===== src/rtl/matrix_wb_pkg.sv =====
// Shared types and constants for the matrix writeback scheduler.
package matrix_wb_pkg;

    localparam int MX_ROWS   = 4;
    localparam int MX_IDX_W  = 2;
    localparam int MX_DATA_W = 32;

    typedef enum logic {
        IDLE  = 1'b0,
        BURST = 1'b1
    } wb_state_e;

    typedef enum logic [1:0] {
        SRC_MEM  = 2'd0,
        SRC_REG  = 2'd1,
        SRC_LINE = 2'd2
    } wb_src_e;

    // Load data beats register data, which beats line data.
    function automatic wb_src_e src_sel(input logic mem2matrix, input logic reg2matrix);
        if (mem2matrix) return SRC_MEM;
        if (reg2matrix) return SRC_REG;
        return SRC_LINE;
    endfunction

endpackage


===== src/rtl/matrix_wb_sched.sv =====
// Writeback scheduler: one matrix row write per cycle, MOPA results serialized over 4 writes.
// Optional perf counters (stall cycles, accepted MOPAs) enabled by MATRIX_WB_PERF_EN.
module matrix_wb_sched
    import matrix_wb_pkg::*;
#(
    parameter int DATA_W = MX_DATA_W,
    parameter int ROWS   = MX_ROWS,
    parameter int IDX_W  = MX_IDX_W
) (
    input  logic                   clk,
    input  logic                   rst,
    input  logic                   wb_matrix_write,
    input  logic                   wb_matrix_write_mopa,
    input  logic                   wb_mem2matrix,
    input  logic                   wb_mem_reg2matrix,
    input  logic [IDX_W-1:0]       wb_matrix_index,
    input  logic [DATA_W-1:0]      wb_mem_data,
    input  logic [DATA_W-1:0]      wb_regs_data1,
    input  logic [DATA_W-1:0]      wb_matrix_line_data,
    input  logic [ROWS*DATA_W-1:0] wb_matrix_mul_o,
    output logic                   mx_we,
    output logic [IDX_W-1:0]       mx_row,
    output logic [DATA_W-1:0]      mx_wdata,
    output logic                   wb_stall,
    output logic                   busy
`ifdef MATRIX_WB_PERF_EN
    ,
    output logic [31:0]            perf_stall_cnt,
    output logic [31:0]            perf_mopa_cnt
`endif
);

    localparam logic [IDX_W-1:0] LAST_ROW = IDX_W'(ROWS - 1);

    wb_state_e                     state_q, state_d;
    logic [IDX_W-1:0]              cnt_q, cnt_d;
    logic [ROWS-1:0][DATA_W-1:0]   row_buf_q, row_buf_d;
    logic                          mx_we_q, mx_we_d;
    logic [IDX_W-1:0]              mx_row_q, mx_row_d;
    logic [DATA_W-1:0]             mx_wdata_q, mx_wdata_d;
    logic                          mopa_accept;

    always_comb begin
        state_d     = state_q;
        cnt_d       = cnt_q;
        row_buf_d   = row_buf_q;
        mx_we_d     = 1'b0;
        mx_row_d    = mx_row_q;
        mx_wdata_d  = mx_wdata_q;
        mopa_accept = 1'b0;
        unique case (state_q)
            IDLE: begin
                if (wb_matrix_write_mopa) begin
                    mopa_accept = 1'b1;
                    for (int i = 0; i < ROWS; i++)
                        row_buf_d[i] = wb_matrix_mul_o[i*DATA_W +: DATA_W];
                    mx_we_d    = 1'b1;
                    mx_row_d   = '0;
                    mx_wdata_d = wb_matrix_mul_o[DATA_W-1:0];
                    cnt_d      = IDX_W'(1);
                    state_d    = BURST;
                end else if (wb_matrix_write) begin
                    mx_we_d  = 1'b1;
                    mx_row_d = wb_matrix_index;
                    unique case (src_sel(wb_mem2matrix, wb_mem_reg2matrix))
                        SRC_MEM:  mx_wdata_d = wb_mem_data;
                        SRC_REG:  mx_wdata_d = wb_regs_data1;
                        default:  mx_wdata_d = wb_matrix_line_data;
                    endcase
                end
            end
            BURST: begin
                // WB still holds the MOPA here, so its inputs are ignored.
                mx_we_d    = 1'b1;
                mx_row_d   = cnt_q;
                mx_wdata_d = row_buf_q[cnt_q];
                if (cnt_q == LAST_ROW) begin
                    cnt_d   = '0;
                    state_d = IDLE;
                end else begin
                    cnt_d = cnt_q + IDX_W'(1);
                end
            end
            default: state_d = IDLE;
        endcase
    end

    always_ff @(posedge clk or posedge rst) begin
        if (rst) begin
            state_q    <= IDLE;
            cnt_q      <= '0;
            row_buf_q  <= '0;
            mx_we_q    <= 1'b0;
            mx_row_q   <= '0;
            mx_wdata_q <= '0;
        end else begin
            state_q    <= state_d;
            cnt_q      <= cnt_d;
            row_buf_q  <= row_buf_d;
            mx_we_q    <= mx_we_d;
            mx_row_q   <= mx_row_d;
            mx_wdata_q <= mx_wdata_d;
        end
    end

    // Release the front end during the last-row cycle so the MOPA retires with row 3.
    assign wb_stall = (state_q == BURST) && (cnt_q != LAST_ROW);
    assign busy     = (state_q == BURST);
    assign mx_we    = mx_we_q;
    assign mx_row   = mx_row_q;
    assign mx_wdata = mx_wdata_q;

`ifdef MATRIX_WB_PERF_EN
    logic [31:0] perf_stall_q, perf_stall_d;
    logic [31:0] perf_mopa_q, perf_mopa_d;

    always_comb begin
        perf_stall_d = perf_stall_q;
        perf_mopa_d  = perf_mopa_q;
        if (wb_stall && (perf_stall_q != 32'hFFFF_FFFF))
            perf_stall_d = perf_stall_q + 32'd1;
        if (mopa_accept && (perf_mopa_q != 32'hFFFF_FFFF))
            perf_mopa_d = perf_mopa_q + 32'd1;
    end

    always_ff @(posedge clk or posedge rst) begin
        if (rst) begin
            perf_stall_q <= '0;
            perf_mopa_q  <= '0;
        end else begin
            perf_stall_q <= perf_stall_d;
            perf_mopa_q  <= perf_mopa_d;
        end
    end

    assign perf_stall_cnt = perf_stall_q;
    assign perf_mopa_cnt  = perf_mopa_q;
`else
    logic unused_mopa_accept;
    assign unused_mopa_accept = mopa_accept;
`endif

endmodule


===== config.mk =====
export PLATFORM = sky130hd
export DESIGN_NAME = matrix_wb_sched
export DESIGN_NICKNAME = d
export VERILOG_FILES = /design/src/rtl/matrix_wb_pkg.sv /design/src/rtl/matrix_wb_sched.sv
export SDC_FILE = /design/constraint.sdc
export NUM_CORES = 1
export LEC_CHECK = 0
export CAP_MARGIN = 10
export CELL_PAD_IN_SITES_DETAIL_PLACEMENT = 0
export CELL_PAD_IN_SITES_GLOBAL_PLACEMENT = 1
export CORE_MARGIN = 4
export CORE_UTILIZATION = 37
export DETAILED_ROUTE_END_ITERATION = 7
export GPL_TIMING_DRIVEN = 1
export PLACE_DENSITY = 0.91
export SYNTH_ARGS = -nofsm -noshare
export SYNTH_HDL_FRONTEND = slang
export SYNTH_SLANG_ARGS = --single-unit

===== constraint.sdc =====
create_clock -name clk -period 6.87 [get_ports clk]
set_input_delay 1.374 -clock clk [delete_from_list [all_inputs] [get_ports clk]]
set_output_delay 1.374 -clock clk [all_outputs]
set_load 0.01 [all_outputs]

---- After elaboration in Yosys (flattened, before gate mapping) ----
Cells that the tools add are included.
word-level totals
  register bits after elaboration ......... 166
  bits in latches ......................... 0
  memory bits (writable) .................. 0
  bits in read-only memories .............. 0
  input port bits ......................... 232
  output and inout bits ................... 37
  logic and storage cells ................. 54
  memories ................................ 0
cells by class
  $add $sub $neg .......................... 1
  $mul .................................... 0
  div/mod/pow operators ................... 0
  order comparisons ....................... 1
  equal/unequal tests ..................... 5
  shift operators ......................... 0
  multiplexer cells ....................... 34
  bitwise gates (word level) .............. 1
  reductions and logical operators ........ 3
operator list
  kind                                                                           number
  32-bit one-hot mux with 2 select lines                                         2
  32-bit two-way mux                                                             3
  32-bit binary-select mux with 2-bit select                                     1
  2-bit two-way mux                                                              11
  1-bit two-way mux                                                              13
  2-bit one-hot mux with 2 select lines                                          2
  2-bit inequality test (second input constant)                                  2
  1-bit one-hot mux with 2 select lines                                          2
  2-bit by 3-bit less-than comparator with 1-bit output (second input constant)  1
  3-bit inequality test (second input constant)                                  1
  2-bit by 1-bit adder with 2-bit output (second input constant)                 1
  2-bit by 1-bit equality test with 1-bit output (second input constant)         1
  2-bit equality test (second input constant)                                    1
  2-bit zero test                                                                1
  2-bit AND reduction                                                            1
  1-bit logical AND                                                              1
  1-bit inverter                                                                 1

---- Longest topological paths before layout ----
  depth in word-level cells ............... 18
  mapped depth ............................ 6
  depth with buffers taken out ............ 3

---- Least setup slack after synthesis ----
No wires, ideal clock.
  path kind ............................... input to register
  start ................................... input wb_mem_reg2matrix
  end ..................................... register mx_wdata_q[10], in the netlist mx_wdata[10]
  library setup time ...................... 0.131 ns
  arrival time ............................ 2.259 ns
  data required time ...................... 6.739 ns
  setup slack ............................. 4.480 ns
  cell stages on the path ................. 5
  path buffers ............................ 2
  path through ............................ buf_2 buf_2 mux2_2 o211ai_1 a31oi_1
between the ends
  longest elaborated chain between the ends .. 15
  elaborated cells between the ends (all ways) .. 17
  classes of those cells .................. eq/ne: 1; mux: 15; reduce/logical: 1
ends and longest elaborated chain
  element                                                                                   line                    source
  from (decl)                                                                               matrix_wb_sched.sv:15   input logic wb_mem_reg2matrix,
  1-bit two-way mux (2 in a row)                                                            matrix_wb_pkg.sv:22     if (reg2matrix) return SRC_REG;
  1-bit two-way mux                                                                         matrix_wb_sched.sv:62   end else if (wb_matrix_write) begin
  1-bit two-way mux                                                                         matrix_wb_sched.sv:53   if (wb_matrix_write_mopa) begin
  1-bit two-way mux                                                                         matrix_wb_sched.sv:51   unique case (state_q)
  2-bit two-way mux *                                                                       matrix_wb_pkg.sv:23     return SRC_LINE;
  2-bit two-way mux *                                                                       matrix_wb_pkg.sv:22
  2-bit two-way mux *                                                                       matrix_wb_sched.sv:62
  2-bit two-way mux *                                                                       matrix_wb_sched.sv:53
  2-bit two-way mux *                                                                       matrix_wb_sched.sv:51
  2-bit by 1-bit equality test with 1-bit output / 2-bit zero test (equally long branches)  matrix_wb_sched.sv:65   unique case (src_sel(wb_mem2matrix, wb_mem_reg2matrix))
  32-bit one-hot mux with 2 select lines *                                                  matrix_wb_sched.sv:65
  32-bit two-way mux *                                                                      matrix_wb_sched.sv:62
  32-bit two-way mux *                                                                      matrix_wb_sched.sv:53
  32-bit one-hot mux with 2 select lines *                                                  matrix_wb_sched.sv:51
  to (signal assigned)                                                                      matrix_wb_sched.sv:102  mx_wdata_q <= mx_wdata_d;
  to (decl)                                                                                 matrix_wb_sched.sv:40   logic [DATA_W-1:0] mx_wdata_q, mx_wdata_d;
Mark *: on every way between the ends. The rest lies on a longest branch, timed or not. The select of a mux whose other input is x is not followed.
A chain may end at the register's enable or synchronous reset.

---- Final worst setup path ----
  start ................................... register cnt_q[0]
  end ..................................... output wb_stall
between the ends
  longest elaborated chain between the ends .. 2
ends and longest elaborated chain
  element                 line                    source
  from (decl)             matrix_wb_sched.sv:36   logic [IDX_W-1:0] cnt_q, cnt_d;
  from (signal assigned)  matrix_wb_sched.sv:98   cnt_q <= cnt_d;
  2-bit inequality test   matrix_wb_sched.sv:107  assign wb_stall = (state_q == BURST) && (cnt_q != LAST_ROW);
  1-bit logical AND       matrix_wb_sched.sv:107
  to (decl)               matrix_wb_sched.sv:24   output logic wb_stall,
No other way between the ends.

==> flow_metrics.py <==
metrics = {
    "clock_tree": {
        "clkTransAtPathRegs_ns": 0.07,
        "post_cts.repair.setup_buffers": 0,
        "cts_tree": "yes",
        "cts_resized": 0,
        "cts_htree_levels": 4,
        "clockBufferDepth": 2,
        "holdBufCountCts": 0,
        "insertion_delay_ns": 0.42,
        "cts_sinks": 166,
        "clock-root-buffer": "clkbuf_16",
        "cts_buffers": 17,
    },
    "synthesis": {
        "synth_fp_nets": 913,
        "ys.flop_type": "dfrtp_1",
        "synthesis.yosys.warnings": 0,
        "synthesis.area_um2": 8459,
        "synth_seq_area_share_pct": 49.11,
        "synth-seq-cells": 166,
        "synth_edf_count": 0,
        "ys_async_sr_fraction_pct": 100.0,
        "synth_cells": 680,
        "avgSynthCellArea_um2": 12.44,
        "ys_types": 32,
    },
    "finish": {
        "layout_common_cells": "265 x clkdlybuf4s50_1, 196 x mux2_2, 165 x dfrtp_1, 53 x nand2b_1",
        "area_growth_syn_to_layout_pct": 40.69,
        "diodes": 0,
        "layout-drive-gt1-share_pct": 27.81,
        "final_common_cell": "clkdlybuf4s50_1",
        "layout.nets": 1155,
        "instances_no_fill": 1220,
    },
    "sta": {
        "max_freq_mhz": 282.8,
        "setup_ws_ns": 3.334,
        "fin_hold_ws_ns": 0.5008,
        "rsz0062_at_grt": "false",
        "relSlewSlack_pct": 28.31,
        "finalCriticalPeriod_ns": 3.536,
        "setup_viol": 0,
        "finalClockSkew_ns": 0.01127,
        "final.setup.tns_ns": 0,
        "hold_viol_final": 0,
        "finalCritPeriodShare_pct": 51.47,
        "worst_slew_pin_slew_ns": 1.075,
        "slew_violations": 0,
    },
    "global_route": {
        "grt_pass1_wl_mm": 39.57,
        "antenna_found_initial": 1,
        "grt_pass1_vias": 7138,
        "grt_start_max_net_pins": 68,
        "grt-ovfl-total": 0,
        "gr-usage-all-layers_pct": 19.51,
    },
    "critical_path": {
        "path_class": "register to output pin",
        "crit_required_ns": 5.50,
        "start_kind": "register",
        "worst_r2r_endpoint": "mx_wdata[8]$_DFFE_PP0P_",
        "cp-startpoint": "cnt_q[0]$_DFFE_PP0P_",
        "r2r_setup_slack_ns": 4.90,
        "reg2reg_from": "cnt_q[0]$_DFFE_PP0P_",
        "rr_worst_depth": 4,
        "critPathArrivalTime_ns": 2.16,
        "end_kind": "output pin",
        "critical_path.max_fanout": 14,
        "crit_end": "wb_stall",
    },
    "power_and_ir_drop": {
        "irDropWorstVdd_mv": 0.1871,
        "p_total_uw": 4710,
        "p_leak_uw": 0.004637,
        "powerDensity_nw_per_um2": 395.8,
    },
    "place": {
        "detailedPlace.worstSlack_ns": 3.243,
        "portBuffers": 268,
        "dp.cells": 1188,
        "place.gp.congestion": 0.7848,
        "dp_hpwl_mm": 17.04,
    },
    "floorplanning": {
        "row_count": 55,
        "die_h_um": 159.2,
        "dieWidth_um": 159.2,
        "ioPinCount": 269,
        "die-area_um2": 25350,
        "core-area_um2": 22570,
        "start_util_pct": 37.48,
    },
    "route": {
        "drc": 0,
        "first_iter_violations": 287,
        "firstDrtPassIters": 5,
        "viasPerCell": 5.269,
        "wirelength_mm": 24.48,
        "num_vias": 6428,
        "wl_per_cell_um": 20.07,
        "ant_nets": 0,
    },
    "flow_run": {
        "maxCapViolations": 0,
    },
    "run_status": {
        "status": "finished, final reports clean",
    },
    "worst_hold_path": {
        "min_path_type": "register to register",
    },
}
## synth_stat cells (2+ instances only)
cell | number | area (um2)
o221ai_1 | 18 | 157.7
a31oi_1 | 22 | 137.6
a32oi_1 | 22 | 192.7
buf_1 | 2 | 7.510
nand3_1 | 9 | 45.04
a211oi_1 | 10 | 75.07
o211ai_1 | 23 | 172.7
nand2_1 | 32 | 120.1
a22o_1 | 2 | 17.52
nand2b_1 | 54 | 337.8
buf_2 | 23 | 115.1
mux4_2 | 9 | 202.7
buf_4 | 18 | 135.1
mux2i_1 | 3 | 30.03
clkbuf_1 | 12 | 45.04
dfrtp_1 | 166 | 4154
nor2_1 | 32 | 120.1
inv_1 | 2 | 7.510
buf_6 | 2 | 22.52
mux2_2 | 196 | 2207
nor2b_1 | 12 | 75.07
## per-layer routing
layer | wire [um] | vias up | global-route usage [%]
met5 | 0 | - | 0
met2 | 12210 | 213 | 33.56
li1 | - | 2992 | -
met4 | 369 | 0 | 4.181
met3 | 1687 | 28 | 6.109
met1 | 10220 | 3195 | 24.28
## how the worst min path moves through the flow
stage,start,endpoint,slack [ns],cells after the start
finish,row_buf_q[16]$_DFFE_PP0P_,row_buf_q[16]$_DFFE_PP0P_,0.50,1
global placement,row_buf_q[126]$_DFFE_PP0P_,row_buf_q[126]$_DFFE_PP0P_,0.48,1
detailed placement,row_buf_q[114]$_DFFE_PP0P_,row_buf_q[114]$_DFFE_PP0P_,0.49,1
floorplan,row_buf_q[101]$_DFFE_PP0P_,row_buf_q[101]$_DFFE_PP0P_,0.47,1
global route,row_buf_q[118]$_DFFE_PP0P_,row_buf_q[118]$_DFFE_PP0P_,0.52,1
CTS,row_buf_q[16]$_DFFE_PP0P_,row_buf_q[16]$_DFFE_PP0P_,0.51,1
## power by group
part | switching [uW] | internal, uW
Combinational | 815 | 1130
Sequential | 273 | 1480
Clock | 446 | 559
Total | 1530 | 3180
## flip-flops by register name (all words and copies together) (netlist names)
name,count
mx_we,1
row_buf_q,128
mx_row,2
cnt_q,2
busy,1
mx_wdata,32
## through the flow
stage / util, % / area (um2)
after floorplan: - / 8459
after global placement: 49.94 / 11270
after detailed placement: 49.94 / 11270
after CTS: 52.73 / 11900
after global routing: 52.73 / 11900
final: 52.73 / 11900
## kinds of logic (layout without fill, tap and decap cells)
| kind of cell | count (synthesis) | count (layout) | share of synthesized area, % |
|---|---|---|---|
| multiplexers | 208 | 208 | 28.84 |
| flip-flops | 166 | 166 | 49.11 |
| AND/OR/NAND/NOR | 143 | 143 | 8.549 |
| AO/OA/AOI/OAI | 102 | 102 | 9.377 |
| buffers and inverters | 60 | 315 | 3.979 |
| adder cells (fa/ha/maj) | 1 | 1 | 0.1479 |
## worst max-delay path: stages (launching register included)
cell and delay (ns):
dfrtp_1 0.67, ha_1 0.37, nor2_1 0.13, clkdlybuf4s50_1 0.58
## layout make-up
| type | count | area [um2] |
|---|---|---|
| Multi-Input combinational cell | 454 | 3988 |
| Fill cell | 1945 | 10670 |
| Tap cell | 285 | 356.6 |
| Sequential cell | 166 | 4155 |
| Clock buffer | 17 | 425.4 |
| Clock inverter | 15 | 202.7 |
| Timing Repair Buffer | 280 | 2758 |
| Inverter | 3 | 16.27 |
Note: power is estimated with default switching activity, not from simulation.
